### src/rtl/fetch_unit.sv
// fetch_unit: byte-stream instruction fetch stage.
// Issues one outstanding byte read at a time on the memory bus and buffers
// returned bytes, each tagged with its address, in a small FIFO that feeds
// the consumer through a valid/ready handshake. pc_load redirects fetch:
// the FIFO is flushed and fetch restarts at the new target.
//
// Ports:
//   clk, reset           clock; asynchronous active-high reset
//   run                  fetch enable (gates new requests only)
//   pc_load, pc_value    redirect strobe and target
//   mem_req, mem_addr    read request / address, held until mem_ack
//   mem_ack, mem_data    request completion and returned byte
//   byte_out, byte_pc    FIFO head byte and its address
//   byte_valid           FIFO non-empty
//   byte_ready           consumer accepts the head byte
//   busy                 request outstanding or draining
//
// state | meaning
// IDLE  | no request on the bus
// REQ   | request outstanding; returned byte is kept
// DRAIN | request outstanding after a redirect; returned byte is dropped
`timescale 1ns/1ps

module fetch_unit #(
  parameter int unsigned            ADDR_WIDTH   = 32,
  parameter int unsigned            FIFO_DEPTH   = 4,
  parameter logic [ADDR_WIDTH-1:0]  RESET_VECTOR = '0
) (
  input  logic                  clk,
  input  logic                  reset,
  input  logic                  run,
  input  logic                  pc_load,
  input  logic [ADDR_WIDTH-1:0] pc_value,
  output logic                  mem_req,
  output logic [ADDR_WIDTH-1:0] mem_addr,
  input  logic                  mem_ack,
  input  logic [7:0]            mem_data,
  output logic [7:0]            byte_out,
  output logic [ADDR_WIDTH-1:0] byte_pc,
  output logic                  byte_valid,
  input  logic                  byte_ready,
  output logic                  busy
);

  localparam int unsigned PW = $clog2(FIFO_DEPTH);
  localparam int unsigned CW = PW + 1;
  localparam logic [CW-1:0] DEPTH_C = CW'(FIFO_DEPTH);

  typedef enum logic [1:0] {IDLE, REQ, DRAIN} state_e;

  state_e                state_q, state_d;
  logic [ADDR_WIDTH-1:0] fetch_addr_q, fetch_addr_d;
  logic [ADDR_WIDTH-1:0] redirect_q, redirect_d;
  logic [ADDR_WIDTH-1:0] head_pc_q, head_pc_d;
  logic [7:0]            fifo_q [FIFO_DEPTH];
  logic [PW-1:0]         rd_q, rd_d, wr_q, wr_d;
  logic [CW-1:0]         count_q, count_d;
  logic                  push, pop;

  // A redirect always flushes, so it suppresses both push and pop.
  assign push = (state_q == REQ) && mem_ack && !pc_load;
  assign pop  = (count_q != '0) && byte_ready && !pc_load;

  always_comb begin
    rd_d      = rd_q;
    wr_d      = wr_q;
    count_d   = count_q;
    head_pc_d = head_pc_q;
    if (pc_load) begin
      rd_d      = '0;
      wr_d      = '0;
      count_d   = '0;
      head_pc_d = pc_value;
    end else begin
      if (push) wr_d = wr_q + PW'(1);
      if (pop) begin
        rd_d      = rd_q + PW'(1);
        head_pc_d = head_pc_q + ADDR_WIDTH'(1);
      end
      count_d = count_q + CW'(push) - CW'(pop);
    end
  end

  always_comb begin
    state_d      = state_q;
    fetch_addr_d = fetch_addr_q;
    redirect_d   = redirect_q;
    case (state_q)
      IDLE: begin
        if (pc_load) fetch_addr_d = pc_value;
        else if (run && (count_q < DEPTH_C)) state_d = REQ;
      end
      REQ: begin
        if (mem_ack && pc_load) begin
          fetch_addr_d = pc_value;
          state_d      = IDLE;
        end else if (mem_ack) begin
          fetch_addr_d = fetch_addr_q + ADDR_WIDTH'(1);
          // Decide on the post-update fill level so the FIFO never overflows.
          state_d      = (run && (count_d < DEPTH_C)) ? REQ : IDLE;
        end else if (pc_load) begin
          // Request cannot be withdrawn: keep the old address on the bus.
          redirect_d = pc_value;
          state_d    = DRAIN;
        end
      end
      DRAIN: begin
        if (mem_ack && pc_load) begin
          fetch_addr_d = pc_value;
          state_d      = IDLE;
        end else if (mem_ack) begin
          fetch_addr_d = redirect_q;
          state_d      = IDLE;
        end else if (pc_load) begin
          redirect_d = pc_value;
        end
      end
      default: state_d = IDLE;
    endcase
  end

  always_ff @(posedge clk or posedge reset) begin
    if (reset) begin
      state_q      <= IDLE;
      fetch_addr_q <= RESET_VECTOR;
      redirect_q   <= RESET_VECTOR;
      head_pc_q    <= RESET_VECTOR;
      rd_q         <= '0;
      wr_q         <= '0;
      count_q      <= '0;
      for (int i = 0; i < FIFO_DEPTH; i++) fifo_q[i] <= '0;
    end else begin
      state_q      <= state_d;
      fetch_addr_q <= fetch_addr_d;
      redirect_q   <= redirect_d;
      head_pc_q    <= head_pc_d;
      rd_q         <= rd_d;
      wr_q         <= wr_d;
      count_q      <= count_d;
      if (push) fifo_q[wr_q] <= mem_data;
    end
  end

  assign mem_req    = (state_q != IDLE);
  assign busy       = (state_q != IDLE);
  assign mem_addr   = fetch_addr_q;
  assign byte_out   = fifo_q[rd_q];
  assign byte_pc    = head_pc_q;
  assign byte_valid = (count_q != '0);

endmodule

### config.mk
export PLATFORM = sky130hd
export DESIGN_NAME = fetch_unit
export DESIGN_NICKNAME = d
export VERILOG_FILES = /design/src/rtl/fetch_unit.sv
export SDC_FILE = /design/constraint.sdc
export NUM_CORES = 1
export LEC_CHECK = 0
export CAP_MARGIN = 20
export CELL_PAD_IN_SITES_DETAIL_PLACEMENT = 0
export CELL_PAD_IN_SITES_GLOBAL_PLACEMENT = 2
export CORE_ASPECT_RATIO = 2
export CORE_MARGIN = 2
export CORE_UTILIZATION = 35
export CTS_CLUSTER_SIZE = 25
export DETAILED_ROUTE_END_ITERATION = 16
export DONT_BUFFER_PORTS = 1
export GPL_TIMING_DRIVEN = 1
export PLACE_DENSITY_LB_ADDON = 0.1
export SETUP_SLACK_MARGIN = 0.1
export SLEW_MARGIN = 20
export SYNTH_ARGS = -nofsm -noshare
export SYNTH_HDL_FRONTEND = slang
export SYNTH_SLANG_ARGS = --single-unit
### constraint.sdc
create_clock -name clk -period 3.7 [get_ports clk]
set_input_delay 0.37 -clock clk [delete_from_list [all_inputs] [get_ports clk]]
set_output_delay 0.37 -clock clk [all_outputs]
set_load 0.02 [all_outputs]
==> results.tsv, run 1 <==
stage	metric	value	unit
synth	Post-Syn Instances	750	
hold_path	Hold Path End	byte_pc[14]	
synth	Post-synth top flop	dfrtp_1	
drt	WL final	24400	um
clock_network	Num Clock Sinks	137	
drt	First-pass DRT Iterations	5	
pwr	Tot Pwr	7.27	mW
clock_network	maximum clock insertion buffer count	2	
final_layout	most frequent cells in the layout	dfrtp_1 (137), nand2_1 (69), mux2_2 (66)	
synth	Synth Area in Adders	2.23	%
synth	Synth Net Count	809	
floorplanning	# rows	76	
timing	Final Hold Fails	0	
global_routing	grt total ovfl	0	
synth	largest family of logic cells by synthesized area	simple AND/OR/NAND/NOR gates	
clock_network	H-Tree Depth	4	
timing	fin crit share	80.2	%
pwr	Sw Ratio	41.1	%
floorplanning	die area	0.0230	sq mm
timing	Clock Skew	0.0133	ns
clock_network	CTS tree	built	
synth	post-synthesis sequential area ratio	45.0	%
timing	setup TNS	0	ns
final_layout	area delta synth->final	12.8	%
timing	maximum clock rate	0.337	GHz
global_routing	first-pass GRT wire length	37300	um
hold_path	hold crit path type	input pin to register	
worst_setup_path	worst r2r src	count_q[1]	
pwr	Pint	4.28	mW
synth	asr flop ratio synth	100	%
floorplanning	io pins	121	
synth	Synth Register Bits	137	
drt	Detail Route Antenna Nets	0	
synth	mean post-synth cell area	10.2	sq um
worst_setup_path	CP endpoint kind	register	
clock_network	CTS Buf Count	17	
drt	drt initial violations	255	
final_layout	ant diodes	0	
final_layout	most common cell after layout, fill and taps aside	dfrtp_1	
worst_setup_path	reg2reg end	state_q[0]	
worst_setup_path	Worst Path Max Fanout	4	
place	IO Port Bufs	0	
synth	Synth Area in XOR/XNOR	3.91	%
floorplanning	Core Footprint	0.0215	sq mm
floorplanning	Initial Util	35.5	%
worst_setup_path	Critical Path AT	3.29	ns
timing	Worst Tran Pin Value	0.925	ns
pwr	Pwr Density	847	mW/mm^2
global_routing	vias in the first global route	6282	
synth	area fraction of the dominant cell type after synthesis	45.0	%
synth	Synth area leaders	dfrtp_1 (45%), mux2_2 (9.8%), o21ai_0 (4.3%)	
worst_setup_path	CP required	4.02	ns
clock_network	clock transition at the registers of the reported paths	0.06	ns
global_routing	largest net degree at the start of global routing	73	
final_layout	Final nets	804	
hold_path	worst hold start	pc_load	
clock_network	Clock Root Buffer	clkbuf_16	
pwr	Pleak	3.53	nW
synth	Post-Synth Simple-Gate Area	16.5	%
worst_setup_path	Critical Path Start Type	register	
worst_setup_path	Crit Path Class	register to register	
synth	cell area after synthesis	0.00762	sq mm
global_routing	antenna violations before repair	0	
floorplanning	chip width	108	um
final_layout	filler instances	2162	
final_layout	share of layout cells above drive strength 1	17.8	%
timing	Slew Viols, Final	0	
drt	routed vias	5965	
pwr	clock group share of total power	25.1	%
timing	hold slack final	0.0509	ns
synth	synthesis warning total	0	
pwr	Logic pwr share	35.8	%
pwr	VDD IR max	0.000366	V
place	placed wire-length estimate	18000	um
final_layout	Layout Utilization	40.0	%
timing	# setup viols final	0	
drt	Post-route DRC	0	
clock_network	post-CTS sizing	0	
synth	Post-synth EDFFs	0	
timing	relative slew slack	37.7	%
floorplanning	Die Y	213	um
worst_setup_path	R2R setup slack	0.73	ns
pwr	Switch Pwr	2.99	mW
synth	post-synthesis mux area share	12.5	%
global_routing	Total GRT Usage	22.0	%
drt	DR vias/cell	5.79	
place	routability cong.	0.772	
timing	final worst path period need	2.97	ns
outcome	result of the run	finished, final reports clean	
run	max-cap check violation count	0	
synth	Synth Area in Compound Gates	16.2	%
synth	dominant cell type by area after synthesis	dfrtp_1	
timing	unrepaired setup endpoints after global routing	false	
worst_setup_path	R2R cell count	13	
synth	Unique masters post-synth	68	
hold_path	worst hold stages	1	
pwr	sequential power share	39.1	%
clock_network	Skew-Pair Late Insertion Delay	0.44	ns
drt	DR WL/cell	23.7	um
critical path: stages (launching register included):
cell	delay, ns
dfrtp_1	0.44
nor3_1	0.36
inv_1	0.23
nand2_1	0.22
nor2_1	0.08
ha_1	0.27
inv_1	0.05
ha_1	0.12
inv_1	0.04
fa_1	0.37
xnor2_1	0.14
nor2_1	0.12
o21ai_0	0.11
mux2_2	0.29
cells in the mapped netlist, types with 6 or more instances:
library cell  instances
dfrtp_1             137
o31a_1                7
nand4_1              19
nor2_1               45
a22o_1                9
and2_1                6
inv_1                24
o21ai_0              65
nor4_1                9
ha_1                 12
a221oi_1              9
or3_1                 7
a22oi_1              11
a31oi_1               9
mux2_2               66
and4_1                9
xnor2_1              16
a21oi_1              27
a221o_1               6
mux4_2                8
nand2_1              69
xor2_1               18
buf_2                12
nand3_1              23
and3_1               16
nor3_1               13
clkbuf_1             23
o2bb2ai_1             7
flip-flops by register name, summed over array words and instances (netlist names):
register and flops:
rd_q 2, count_q 3, wr_q 2, byte_pc 32
state_q 2, fifo_q 32, redirect_q 32, mem_addr 32
layout make-up:
type                            count  area (sq um)  share of cell area, %
Clock inverter                     11           143                   1.66
Timing Repair Buffer               18           180                   2.10
Sequential cell                   137          3430                   39.9
Inverter                           25          97.6                   1.14
Tap cell                          273           342                   3.97
Clock buffer                       21           480                   5.59
Multi-Input combinational cell    546          3920                   45.6
what timing repair did:
action,4_1_cts,5_1_grt
hold endpoints to repair,24,0
buffers inserted,0,0
hold buffers,3,0
through the flow:
step / instance area (sq um) / worst slack, ns / std cells
final: 8590 / 0.732 / 1031
after detailed placement: 7940 / 0.673 / 996
after global routing: 8590 / 0.419 / 1031
after CTS: 8590 / 0.671 / 1031
after global placement: 7940 / 0.703 / 996
after floorplan: 7620 / 0.977 / 750
worst max-delay path by stage:
stage,start,depth (start not counted),to
after floorplan,state_q[1],15,state_q[0]
after global placement,count_q[1],13,state_q[0]
after detailed placement,count_q[1],13,state_q[0]
after CTS,count_q[1],13,state_q[0]
after global routing,count_q[1],13,state_q[0]
final,count_q[1],13,state_q[0]
kinds of logic after synthesis:
logic type,after synthesis
AOI/OAI and AO/OA,184
buffers and inverters,67
adders and majority gates,13
and+or+nand+nor,238
muxes,77
xor gates and xnor gates,34
DFF,137
metal layers:
metal / wire (um) / track usage (%) / up-vias
met3: 1230 / 5.53 / 41
met5: 0 / 0 / -
met1: 8940 / 23.1 / 3016
li1: - / - / 2764
met2: 13600 / 41.2 / 144
met4: 668 / 8.44 / 0
power groups by stage:
stage                     Clock [mW]  Combinational [mW]  Sequential (mW)
after detailed placement           0                2.62             2.88
after CTS                       1.86                2.64             2.86
final                           1.82                2.61             2.85
after floorplan                    0                2.05             2.64
after global placement             0                2.57             2.86
after global routing            1.92                2.89             2.94
No activity file was read; power rests on OpenSTA's default activity.
==> inputs of run 2 (changes only) <==
==> constraint.sdc (replaced) <==
create_clock -name clk -period 2.49 [get_ports clk]
set_input_delay 0.249 -clock clk [delete_from_list [all_inputs] [get_ports clk]]
set_output_delay 0.249 -clock clk [all_outputs]
set_load 0.02 [all_outputs]
==> results.tsv, run 2 (synthesis results as in run 1) <==
stage	metric	value	unit	change
outcome	result of the run	finished, final reports clean		unchanged
place	IO Port Bufs	0		unchanged
pwr	Switch Pwr	4.66	mW	was 2.99 mW
drt	routed vias	6442		was 5965
floorplanning	io pins	121		unchanged
worst_setup_path	CP endpoint kind	register		unchanged
final_layout	Layout Utilization	44.2	%	was 40.0%
global_routing	Total GRT Usage	24.0	%	was 22.0%
worst_setup_path	Levels on crit path	13		unchanged
final_layout	non-filler cells, final	1135		was 1031
timing	Slew Viols, Final	0		unchanged
timing	hold slack final	0.0228	ns	was 0.0509 ns
place	placed wire-length estimate	18700	um	was 18000 um
timing	# setup viols final	0		unchanged
place	worst slack at placement	-0.0211	ns	was 0.673 ns
final_layout	most frequent cells in the layout	dfrtp_1 (137), buf_4 (75), nand2_1 (67)		was dfrtp_1 (137), nand2_1 (69), mux2_2 (66)
final_layout	Final nets	909		was 804
worst_setup_path	Critical path buffers and inverters	3		unchanged
drt	WL final	26700	um	was 24400 um
clock_network	CTS tree	built		unchanged
timing	maximum clock rate	0.418	GHz	was 0.337 GHz
pwr	Pint	6.81	mW	was 4.28 mW
worst_setup_path	R2R cell count	13		unchanged
timing	Worst Tran Pin Value	0.870	ns	was 0.925 ns
final_layout	ant diodes	0		unchanged
clock_network	Num Clock Sinks	137		unchanged
global_routing	first-pass GRT wire length	40500	um	was 37300 um
final_layout	most common cell after layout, fill and taps aside	dfrtp_1		unchanged
drt	Detail Route Antenna Nets	0		unchanged
pwr	sequential power share	33.1	%	was 39.1%
timing	fin crit share	96.0	%	was 80.2%
pwr	Pleak	4.01	nW	was 3.53 nW
floorplanning	# rows	76		unchanged
pwr	clock group share of total power	21.1	%	was 25.1%
worst_setup_path	CP Cell Sequence	nor3_2 -> inv_2 -> nand2_2 -> nor2_1 -> ha_1 -> inv_1 -> ha_1 -> inv_1 -> fa_2 -> xnor2_1 -> nor2_1 -> o21ai_1 -> mux2_2		was nor3_1 -> inv_1 -> nand2_1 -> nor2_1 -> ha_1 -> inv_1 -> ha_1 -> inv_1 -> fa_1 -> xnor2_1 -> nor2_1 -> o21ai_0 -> mux2_2
worst_setup_path	Worst Path Max Fanout	2		was 4
worst_setup_path	delay-heaviest family, CP	adder cells		was simple AND/OR/NAND/NOR gates
global_routing	antenna violations before repair	0		unchanged
hold_path	hold crit path type	input pin to register		unchanged
worst_setup_path	Crit Path Class	register to register		unchanged
clock_network	Skew-Pair Late Insertion Delay	0.43	ns	was 0.44 ns
pwr	Logic pwr share	45.8	%	was 35.8%
timing	relative slew slack	42.0	%	was 37.7%
floorplanning	Core Footprint	0.0215	sq mm	unchanged
clock_network	H-Tree Depth	4		unchanged
drt	First-pass DRT Iterations	5		unchanged
pwr	Pwr Density	1210	mW/mm^2	was 847 mW/mm^2
timing	fin worst setup slack	0.0986	ns	was 0.732 ns
floorplanning	die area	0.0230	sq mm	unchanged
floorplanning	chip width	108	um	unchanged
worst_setup_path	Worst path slowest cell	dfrtp_1		unchanged
worst_setup_path	CP required	2.80	ns	was 4.02 ns
worst_setup_path	Max stage delay on crit path	0.40	ns	was 0.44 ns
worst_setup_path	Critical Path AT	2.70	ns	was 3.29 ns
timing	final worst path period need	2.39	ns	was 2.97 ns
drt	DR WL/cell	23.5	um	was 23.7 um
timing	Final Hold Fails	0		unchanged
hold_path	worst hold stages	2		was 1
timing	Clock Skew	0.00924	ns	was 0.0133 ns
clock_network	maximum clock insertion buffer count	2		unchanged
floorplanning	Initial Util	35.5	%	unchanged
global_routing	largest net degree at the start of global routing	138		was 73
clock_network	CTS Buf Count	17		unchanged
final_layout	area delta synth->final	24.6	%	was 12.8%
pwr	VDD IR max	0.000528	V	was 0.000366 V
place	routability cong.	0.838		was 0.772
timing	unrepaired setup endpoints after global routing	true		was false
drt	Post-route DRC	0		unchanged
final_layout	filler instances	2110		was 2162
floorplanning	Die Y	213	um	unchanged
worst_setup_path	Critical Path Start Type	register		unchanged
drt	DR vias/cell	5.68		was 5.79
place	post-placement cell count	1055		was 996
drt	drt initial violations	413		was 255
run	max-cap check violation count	0		unchanged
clock_network	clock transition at the registers of the reported paths	0.06	ns	about the same
global_routing	grt total ovfl	0		unchanged
global_routing	vias in the first global route	6723		was 6282
pwr	Sw Ratio	40.6	%	was 41.1%
clock_network	Clock Root Buffer	clkbuf_16		unchanged
final_layout	share of layout cells above drive strength 1	23.9	%	was 17.8%
-- run 2: area by class of cell --
| cell class | instances | area, sq um | share of cell area [%] |
|---|---|---|---|
| well taps | 273 | 342 | 3.60 |
| multi-input cells | 546 | 3960 | 41.7 |
| inverters | 25 | 97.6 | 1.03 |
| flip-flops and latches | 137 | 3430 | 36.1 |
| clock buffers | 23 | 488 | 5.14 |
| repair buffers | 123 | 1100 | 11.6 |
| clock inverters | 8 | 70.1 | 0.738 |
-- run 2: metal layers --
layer / up-vias / track usage [%] / wire, um / share of wire [%]
met3: 42 / 6.29 / 1400 / 5.3
met1: 3226 / 25.0 / 9490 / 36
met4: 0 / 8.80 / 736 / 2.8
li1: 2968 / - / - / -
met2: 206 / 45.1 / 15000 / 56
met5: - / 0 / 0 / 0
-- run 2: worst register-to-register path, delay by kind of cell, from the launching register on --
kind                       cells  cell delay, ns
xor gates and xnor gates       1            0.13
buffers and inverters          3            0.17
DFF                            1            0.40
and+or+nand+nor                4            0.51
adders and majority gates      3            0.73
AOI/OAI and AO/OA              1            0.08
muxes                          1            0.26
-- run 2: power by group through the flow --
stage / sequential, mW / combinational (mW) / clock, mW
after detailed placement: 3.83 / 5.04 / 0
after global placement: 3.78 / 4.94 / 0
after global routing: 3.91 / 5.68 / 2.59
after floorplan: 3.92 / 3.09 / 0
final: 3.80 / 5.25 / 2.42
after CTS: 3.80 / 5.19 / 2.49
-- run 2: metrics by stage --
step | total power [mW] | instance area [sq um] | TNS [ns]
floorplan | 7.01 | 7650 | -0.0222
global placement | 8.72 | 8420 | 0
detailed placement | 8.87 | 8420 | -0.0211
CTS | 11.5 | 9440 | 0
global route | 12.2 | 9490 | -0.0542
finish | 11.5 | 9490 | 0
-- run 2: timing repair --
action	in CTS	in global routing
hold buffers	43	0
endpoints found under the setup margin	1	9
buffers inserted	2	4
pin swaps	6	4
hold endpoints to repair	242	0
resized for setup	2	1
-- run 2: path summary, 6_finish.rpt --
path / to / slack [ns] / from
max in group asynchronous: byte_pc[0] / 1.33 / reset
max reg2reg: state_q[0] / 0.1 / count_q[2]
min: mem_addr[0] / 0.02 / pc_value[0]
min in group asynchronous: fifo_q[1] / 0.44 / reset
min reg2reg: fifo_q[9] / 0.50 / fifo_q[9]
max: state_q[0] / 0.1 / count_q[2]
==> inputs of run 3 (changes only) <==
--- a/config.mk
+++ b/config.mk
@@ -11,7 +11,7 @@
 export CORE_ASPECT_RATIO = 2
 export CORE_MARGIN = 2
 export CORE_UTILIZATION = 35
-export CTS_CLUSTER_SIZE = 25
+export CTS_CLUSTER_SIZE = 14
 export DETAILED_ROUTE_END_ITERATION = 16
 export DONT_BUFFER_PORTS = 1
 export GPL_TIMING_DRIVEN = 1
==> results of run 3 <==
Same layout as run 2: the final DEF is identical, and so are final timing and power.
